### config.mk
export PLATFORM = sky130hd
export DESIGN_NAME = multicycle_main_control
export DESIGN_NICKNAME = d
export VERILOG_FILES = /design/src/rtl/mips_ctrl_pkg.sv /design/src/rtl/multicycle_main_control.sv
export SDC_FILE = /design/constraint.sdc
export NUM_CORES = 1
export LEC_CHECK = 0
export ABC_AREA = 1
export CAP_MARGIN = 30
export CORE_UTILIZATION = 37
export CTS_CLUSTER_DIAMETER = 150
export DETAILED_ROUTE_END_ITERATION = 8
export GPL_TIMING_DRIVEN = 0
export HOLD_SLACK_MARGIN = 0.06
export PLACE_DENSITY = 0.76
export SLEW_MARGIN = 10
export SYNTH_ARGS = -nofsm -noshare
export SYNTH_HDL_FRONTEND = slang
export SYNTH_SLANG_ARGS = --single-unit
export TNS_END_PERCENT = 100
### constraint.sdc
create_clock -name clk -period 1.4 [get_ports clk]
set_clock_uncertainty 0.2 [all_clocks]
set_input_delay 0.14 -clock clk [delete_from_list [all_inputs] [get_ports clk]]
set_output_delay 0.14 -clock clk [all_outputs]
set_load 0.01 [all_outputs]
### src/rtl/mips_ctrl_pkg.sv
// Shared encodings for the multicycle MIPS control path: opcodes, ALUop codes,
// main-FSM state encodings and the packed control word driven by the main FSM.
package mips_ctrl_pkg;

    localparam logic [5:0] OP_RTYPE = 6'b000000;
    localparam logic [5:0] OP_J     = 6'b000010;
    localparam logic [5:0] OP_BEQ   = 6'b000100;
    localparam logic [5:0] OP_BNE   = 6'b000101;
    localparam logic [5:0] OP_ADDI  = 6'b001000;
    localparam logic [5:0] OP_LW    = 6'b100011;
    localparam logic [5:0] OP_SW    = 6'b101011;

    localparam logic [1:0] ALUOP_ADD   = 2'b00;
    localparam logic [1:0] ALUOP_SUB   = 2'b01;
    localparam logic [1:0] ALUOP_FUNCT = 2'b10;

    localparam logic [1:0] SRCB_B      = 2'b00;
    localparam logic [1:0] SRCB_FOUR   = 2'b01;
    localparam logic [1:0] SRCB_IMM    = 2'b10;
    localparam logic [1:0] SRCB_IMMSH  = 2'b11;

    localparam logic [1:0] PCSRC_ALU    = 2'b00;
    localparam logic [1:0] PCSRC_ALUOUT = 2'b01;
    localparam logic [1:0] PCSRC_JUMP   = 2'b10;

    typedef enum logic [3:0] {
        FETCH   = 4'd0,
        DECODE  = 4'd1,
        MEMADDR = 4'd2,
        MEMRD   = 4'd3,
        MEMWB   = 4'd4,
        MEMWR   = 4'd5,
        EXEC    = 4'd6,
        RWB     = 4'd7,
        BRANCH  = 4'd8,
        JUMP    = 4'd9,
        ADDI_EX = 4'd10,
        ADDI_WB = 4'd11
    } state_t;

    typedef struct packed {
        logic       pc_write;
        logic       pc_write_cond;
        logic       branch_ne;
        logic       ior_d;
        logic       mem_read;
        logic       mem_write;
        logic       ir_write;
        logic       mem_to_reg;
        logic       reg_dst;
        logic       reg_write;
        logic       alu_src_a;
        logic [1:0] alu_src_b;
        logic [1:0] alu_op;
        logic [1:0] pc_source;
        logic       illegal_op;
    } ctl_t;

    function automatic logic is_legal_op(input logic [5:0] op);
        logic legal;
        case (op)
            OP_RTYPE, OP_J, OP_BEQ, OP_BNE, OP_ADDI, OP_LW, OP_SW: legal = 1'b1;
            default:                                               legal = 1'b0;
        endcase
        return legal;
    endfunction

endpackage

### src/rtl/multicycle_main_control.sv
// Main control FSM of the multicycle MIPS datapath: sequences every datapath
// enable/select from the registered state, stalling on memory via mem_ready.
module multicycle_main_control
    import mips_ctrl_pkg::*;
#(
    parameter int OPW = 6,
    parameter int STW = 4
) (
    input  logic           clk,
    input  logic           rst_n,
    input  logic [OPW-1:0] opcode,
    input  logic           mem_ready,
    output logic           PCWrite,
    output logic           PCWriteCond,
    output logic           BranchNE,
    output logic           IorD,
    output logic           MemRead,
    output logic           MemWrite,
    output logic           IRWrite,
    output logic           MemtoReg,
    output logic           RegDst,
    output logic           RegWrite,
    output logic           ALUSrcA,
    output logic [1:0]     ALUSrcB,
    output logic [1:0]     ALUop,
    output logic [1:0]     PCSource,
    output logic           illegal_op,
    output logic [STW-1:0] state_dbg
);

    state_t state_r;
    ctl_t   ctl_s;
    ctl_t   ctl_out_s;

    // State register and next-state sequencing; unused encodings fall back to FETCH.
    always_ff @(posedge clk or negedge rst_n) begin
        if (!rst_n) begin
            state_r <= FETCH;
        end else begin
            case (state_r)
                FETCH:   state_r <= mem_ready ? DECODE : FETCH;
                DECODE: begin
                    case (opcode)
                        OP_LW, OP_SW:   state_r <= MEMADDR;
                        OP_RTYPE:       state_r <= EXEC;
                        OP_BEQ, OP_BNE: state_r <= BRANCH;
                        OP_J:           state_r <= JUMP;
                        OP_ADDI:        state_r <= ADDI_EX;
                        default:        state_r <= FETCH;
                    endcase
                end
                MEMADDR: state_r <= (opcode == OP_LW) ? MEMRD : MEMWR;
                MEMRD:   state_r <= mem_ready ? MEMWB : MEMRD;
                MEMWR:   state_r <= mem_ready ? FETCH : MEMWR;
                EXEC:    state_r <= RWB;
                ADDI_EX: state_r <= ADDI_WB;
                MEMWB, RWB, BRANCH, JUMP, ADDI_WB: state_r <= FETCH;
                default: state_r <= FETCH;
            endcase
        end
    end

    // Moore decode of the current state into the control word.
    always_comb begin
        ctl_s = '0;
        case (state_r)
            FETCH: begin
                ctl_s.mem_read  = 1'b1;
                ctl_s.alu_src_b = SRCB_FOUR;
                ctl_s.alu_op    = ALUOP_ADD;
                ctl_s.pc_source = PCSRC_ALU;
                ctl_s.ir_write  = mem_ready;
                ctl_s.pc_write  = mem_ready;
            end
            DECODE: begin
                ctl_s.alu_src_b  = SRCB_IMMSH;
                ctl_s.alu_op     = ALUOP_ADD;
                ctl_s.illegal_op = ~is_legal_op(opcode);
            end
            MEMADDR, ADDI_EX: begin
                ctl_s.alu_src_a = 1'b1;
                ctl_s.alu_src_b = SRCB_IMM;
                ctl_s.alu_op    = ALUOP_ADD;
            end
            MEMRD: begin
                ctl_s.mem_read = 1'b1;
                ctl_s.ior_d    = 1'b1;
            end
            MEMWB: begin
                ctl_s.reg_write  = 1'b1;
                ctl_s.mem_to_reg = 1'b1;
            end
            MEMWR: begin
                ctl_s.mem_write = 1'b1;
                ctl_s.ior_d     = 1'b1;
            end
            EXEC: begin
                ctl_s.alu_src_a = 1'b1;
                ctl_s.alu_src_b = SRCB_B;
                ctl_s.alu_op    = ALUOP_FUNCT;
            end
            RWB: begin
                ctl_s.reg_write = 1'b1;
                ctl_s.reg_dst   = 1'b1;
            end
            BRANCH: begin
                ctl_s.alu_src_a     = 1'b1;
                ctl_s.alu_src_b     = SRCB_B;
                ctl_s.alu_op        = ALUOP_SUB;
                ctl_s.pc_write_cond = 1'b1;
                ctl_s.pc_source     = PCSRC_ALUOUT;
                ctl_s.branch_ne     = opcode[0];
            end
            JUMP: begin
                ctl_s.pc_write  = 1'b1;
                ctl_s.pc_source = PCSRC_JUMP;
            end
            ADDI_WB: begin
                ctl_s.reg_write = 1'b1;
            end
            default: begin
                ctl_s = '0;
            end
        endcase
    end

    // Reset holds every control line low, even though the state already reads FETCH.
    assign ctl_out_s = rst_n ? ctl_s : ctl_t'({$bits(ctl_t){1'b0}});

    assign PCWrite     = ctl_out_s.pc_write;
    assign PCWriteCond = ctl_out_s.pc_write_cond;
    assign BranchNE    = ctl_out_s.branch_ne;
    assign IorD        = ctl_out_s.ior_d;
    assign MemRead     = ctl_out_s.mem_read;
    assign MemWrite    = ctl_out_s.mem_write;
    assign IRWrite     = ctl_out_s.ir_write;
    assign MemtoReg    = ctl_out_s.mem_to_reg;
    assign RegDst      = ctl_out_s.reg_dst;
    assign RegWrite    = ctl_out_s.reg_write;
    assign ALUSrcA     = ctl_out_s.alu_src_a;
    assign ALUSrcB     = ctl_out_s.alu_src_b;
    assign ALUop       = ctl_out_s.alu_op;
    assign PCSource    = ctl_out_s.pc_source;
    assign illegal_op  = ctl_out_s.illegal_op;
    assign state_dbg   = STW'(state_r);

endmodule

### Yosys cells after proc, flatten, opt, wreduce, memory -nomap -nowiden

Index checks and enable logic that the tools add are counted.

* equal/unequal tests: 17
* reduce and logical (&&, ||, !) cells: 10
* bitwise logic cells: 1
* mux-type cells: 22

Operator list (number)
* 4-bit case mux with 5 select lines: 2
* 4-bit case mux with 7 select lines: 1
* 18-bit two-way mux: 1
* 4-bit by 3-bit equality test with 1-bit output, second input constant: 4
* 4-bit equality test, second input constant: 4
* 6-bit by 3-bit equality test with 1-bit output, second input constant: 2
* 6-bit equality test, second input constant: 2
* 1-bit two-way mux: 12
* 2-bit OR reduction: 5
* 3-bit two-way mux: 3
* 4-bit by 2-bit equality test with 1-bit output, second input constant: 2
* 7-bit OR reduction: 1
* 6-bit by 2-bit equality test with 1-bit output, second input constant: 1
* 6-bit by 4-bit equality test with 1-bit output, second input constant: 1
* 6-bit logical NOT: 1
* 4-bit by 1-bit equality test with 1-bit output, second input constant: 1
* 4-bit logical NOT: 1
* 2-bit case mux with 2 select lines: 1
* 4-bit OR reduction: 1
* 3-bit OR reduction: 1
* 2-bit two-way mux: 1
* 1-bit case mux with 2 select lines: 1
* 1-bit inverter: 1

* output and inout bits: 22
* register bits after elaboration: 4
* logic and storage cells: 51

### Longest topological paths before layout

* depth after elaboration: 7
* gate-level depth with buffers: 7

### Least setup slack after synthesis

No wires, ideal clock.

* kind: register to output
* start: register state_r[3] (netlist: state_dbg[3])
* end: output port PCSource[0]
* stages on the path, launching flop included: 8
* required time: 1060 ps
* setup slack: -42 ps
* data arrival time: 1102 ps
* buffers on the path: 1
* path through: dfrtp_1 -> inv_2 -> nor2_2 -> inv_2 -> nor2_4 -> nand2_2 -> inv_1 -> buf_4

* cells in the longest elaborated chain, start to end: 3

RTL lines
* start: declaration: RTL line multicycle_main_control.sv:31 `state_t state_r;`
* start signal: assignment: RTL line multicycle_main_control.sv:41 `FETCH: state_r <= mem_ready ? DECODE : FETCH;`
* start signal: assignment: RTL line multicycle_main_control.sv:52 `MEMADDR: state_r <= (opcode == OP_LW) ? MEMRD : MEMWR;`
* start signal: assignment: RTL line multicycle_main_control.sv:53 `MEMRD: state_r <= mem_ready ? MEMWB : MEMRD;`
* 4-bit equality test: RTL line multicycle_main_control.sv:66 `case (state_r)`
* 2-bit case mux with 2 select lines *: RTL line multicycle_main_control.sv:66
* 18-bit two-way mux *: RTL line multicycle_main_control.sv:128 `assign ctl_out_s = rst_n ? ctl_s : ctl_t'({$bits(ctl_t){1'b0}});`
* end: declaration: RTL line multicycle_main_control.sv:26 `output logic [1:0] PCSource,`

Mark *: on every way between the ends. The rest lies on a longest branch, timed or not.

### Final worst setup path

* start: register state_r[3] (netlist: state_dbg[3])
* end: output port PCWrite

* cells in the longest elaborated chain, start to end: 3

RTL lines
* 4-bit equality test / 4-bit logical NOT (equally long branches): RTL line multicycle_main_control.sv:66
* 1-bit case mux with 2 select lines *: RTL line multicycle_main_control.sv:66
* 18-bit two-way mux *: RTL line multicycle_main_control.sv:128
* end: declaration: RTL line multicycle_main_control.sv:13 `output logic PCWrite,`

Marked as above.

==> Implementation_results.wiki <==
{| class="wikitable"
! Metric !! Value
|-
| Share of post-route cells with drive strength above 1 || 52.9%
|-
| Dpl hpwl || 1.29 mm
|-
| Critical Path Start Type || flip-flop
|-
| Total number of nets in the final design || 163
|-
| Failing checks || negative setup slack
|-
| Buffer depth of the longest clock path || 2
|-
| Cell with the largest stage delay on the worst path || dfrtp_2
|-
| Adder and majority cell fraction of the synthesized area || 0%
|-
| Cell Pwr Density || 587 nW/um2
|-
| Total congestion overflow after global routing || 0
|-
| Flip-flop count of the largest register after layout || 4
|-
| Total of flip-flops plus latches after synthesis || 4
|-
| Per-cell via count in the routed design || 5.05
|-
| Required time worst endpoint || around 1.1 ns
|-
| Leakage component of the power || roughly 0.64 nW
|-
| CTS tree || yes
|-
| Power consumption || 0.000648 W
|-
| Horiz. Die Dim || approximately 41 um
|-
| M1 GR Usage || 27.3%
|-
| Number of I/O pins || 31
|-
| Number of buffer and inverter instances along the worst setup path || 2
|-
| Cell Int Power || 0.000392 W
|-
| Final setup violation count || 21
|-
| Met2 usage || 52.0%
|-
| Count of non-filler cells in the finished layout || 168
|-
| Cell area after placement || 887 um2
|-
| Final Slew Violations || 0
|-
| Reg2Reg Depth || 8
|-
| Clock latency on the worst-skew pair || 0.25 ns
|-
| Detail-routed net length per standard cell || 13.3 um
|-
| Class of the most critical hold timing path || in -> async
|-
| Synthesized Nets || 112
|-
| Xor/xnor share of the synthesized area || 0%
|-
| Slew margin rel. || 78.7%
|-
| Status || finished, violations left
|-
| Area of all placed cells without fillers || 1100 um2
|-
| Starting density of the core || 41.4%
|-
| Netlist cell types || 20
|-
| First-pass GRT wire length || 2.93 mm
|-
| Reported max-cap violation count || 0
|-
| Die boundary height || 41.1 um
|-
| Total number of vias || 848
|-
| Global routing usage on met3 || 5.98%
|-
| Share of cell area taken by muxes after synthesis || 0%
|-
| Main combinational cell family by area after synthesis || simple AND/OR/NAND/NOR gates
|-
| Kind of cell adding the most delay to the critical path || flip-flops
|-
| Number of global-route vias before repair || 675
|-
| Maximum VDD drop || 0.634 mV
|-
| Endpoint kind of the worst setup timing path || primary output
|-
| Netlist Area Pre-Place || 566 um2
|-
| Placement Rows || 13
|-
| Post-synth top area cell || dfrtp_1
|-
| RSZ-0062 raised after global routing || true
|-
| Final design utilization || between 80% and 90%
|-
| Register-to-register path setup slack || -0.13 ns
|-
| Pin count of the biggest net entering global routing || 11
|-
| Highest net fanout along the worst path || 4
|-
| Post-synthesis sequential area ratio || 17.7%
|-
| Class of the most critical setup path || reg -> out
|-
| Achievable Freq || about 570 MHz
|-
| Number of antenna violations at the first check in global routing || 0
|-
| Area fraction in compound gates after synthesis || 9.51%
|-
| Gp weighted congestion || 0.790
|-
| Post-layout worst setup margin || -0.350 ns
|-
| Die area || 1690 um2
|-
| 1st-iter DRT viols || 9
|-
| Startpoint of the worst-slack reg-to-reg timing path || state_dbg[3]
|-
| Signed area change from the synthesized netlist to the final layout || 95.1%
|-
| Main area contributors after synthesis || dfrtp_1, nor2_1, nand2_1
|-
| Diode count || 0
|-
| Warnings from Yosys || 0
|-
| Worst R2R End || state_dbg[0]
|-
| Post-Synthesis Mean Instance Area || 5.49 um2
|-
| Busiest metal layer after global routing || met2
|-
| Synthesized instance count || 103
|-
| Cell-by-cell trace of the critical path || nor2_4 -> buf_6 -> nand3_4 -> o22ai_1 -> buf_2
|-
| Number of clock sinks seen by CTS || 4
|-
| TritonRoute pass-1 iters || 4
|-
| Clock transition at the registers of the reported paths || ~0.04 ns
|-
| Clock share of power || about a quarter
|-
| Final Critical Period || 1.75 ns
|-
| Fraction of the cycle the final worst path needs || 125%
|-
| Core Area || 1370 um2
|-
| Tightest Pin Transition || 0.316 ns
|-
| Sw Ratio || 39.5%
|-
| DRC violation count after routing || 0
|-
| Root cell of the clock tree || clkbuf_4
|-
| Basic-gate share of the synthesized area counting and, or, nand and nor cells || 56.0%
|-
| Level count of the clock H-tree || 1
|-
| Commonest cells after routing, fill and taps aside || nor2_1, buf_2, inv_1, nand2_1, buf_6
|-
| Fin. Hold Viols || 0
|-
| Top-area cell type share of the netlist area || 17.7%
|-
| Placement Setup Slack || -0.846 ns
|-
| Number of routed nets with antenna violations || 0
|-
| Maximum single-stage delay on the critical path || about 0.46 ns
|-
| Detailed-route wire length || ~2.2 mm
|-
| Sequential cell fraction of total power || 22.4%
|-
| Combined global-route utilization of all metal layers || 27.6%
|-
| Number of buffers created by CTS || 3
|-
| Switch Pwr || 0.000256 W
|-
| Number of placed instances with taps included || around 150
|-
| Arrival time of data at the critical path endpoint || 1.41 ns
|-
| Combinational share of power || 52.0%
|-
| Input/output buffers || 30
|}
[power groups by stage]
| stage | logic [W] | clock network [W] | registers (W) |
|---|---|---|---|
| finish | 0.000337 | 0.000166 | 0.000145 |
| global route | 0.000361 | 0.000187 | 0.000146 |
| CTS | 0.000292 | 0.000173 | 0.000142 |
| floorplan | 0.000116 | 0 | 0.000144 |
| global placement | 0.000226 | 0 | 0.000140 |
| detailed placement | 0.000228 | 0 | 0.000141 |
[metrics by stage]
step,hold slack (ns),TNS (ns)
after CTS,0.236,-4.02
after floorplan,-0.356,0
after global placement,0.206,-13.02
final,0.255,-5.14
after detailed placement,0.205,-13.40
after global routing,0.265,-6.55
[per-layer routing]
metal | vias to the layer above | wire, um
met5 | - | 0
met2 | 34 | 1160
li1 | 426 | -
met4 | 0 | 51
met1 | 382 | 910
met3 | 6 | 106
[timing repair]
item                                    4_1_cts  5_1_grt
endpoints found under the setup margin       22       22
hold endpoints to repair                      4        0
pin swaps                                    16        9
buffers inserted                             13        2
hold buffers                                  1        0
resized for setup                           106       21
[final cells by class]
type / count / area (um2)
sequential: 4 / 105
timing repair buffer: 46 / 364
tap: 15 / 18.8
inverter: 22 / 87.6
clock buffer: 4 / 26.3
fill: 91 / 263
buffer: 2 / 16.3
multi-input combinational: 75 / 485
[synthesized netlist by cell type]
master	instances
nor2_4	3
inv_1	17
buf_4	1
a31oi_1	1
inv_2	5
nand3_1	12
nor2_1	21
nand2_2	3
dfrtp_1	4
buf_2	1
o22ai_1	2
nand3_2	1
nor3_1	3
nand3b_1	1
nand2_1	18
nor2_2	4
a21oi_1	1
a211oi_1	1
o21ai_0	3
o211ai_1	1
[cell families after synthesis]
kind of cell / after synthesis
buffers and inverters: 24
flip-flops: 4
AND/OR/NAND/NOR: 66
AO/OA/AOI/OAI: 9
[how the worst max path moves through the flow]
| stage | from | end | cells past startpoint |
|---|---|---|---|
| 4_1_cts | state_dbg[3] | PCWrite | 5 |
| 5_1_grt | state_dbg[2] | MemRead | 4 |
| 3_3_place_gp | rst_n | illegal_op | 6 |
| 6_report | state_dbg[3] | PCWrite | 5 |
| 2_1_floorplan | state_dbg[2] | PCSource[0] | 6 |
| 3_5_place_dp | rst_n | MemRead | 5 |
[worst reg2reg max path: stages, from the launching register on]
cell and delay, ns:
dfrtp_2 0.46, nor2_4 0.21, buf_6 0.14, nand3_4 0.07, buf_4 0.14, buf_4 0.12, inv_1 0.04, nor2_1 0.04
nand2_1 0.05
Note: power is estimated with default switching activity, not from simulation.
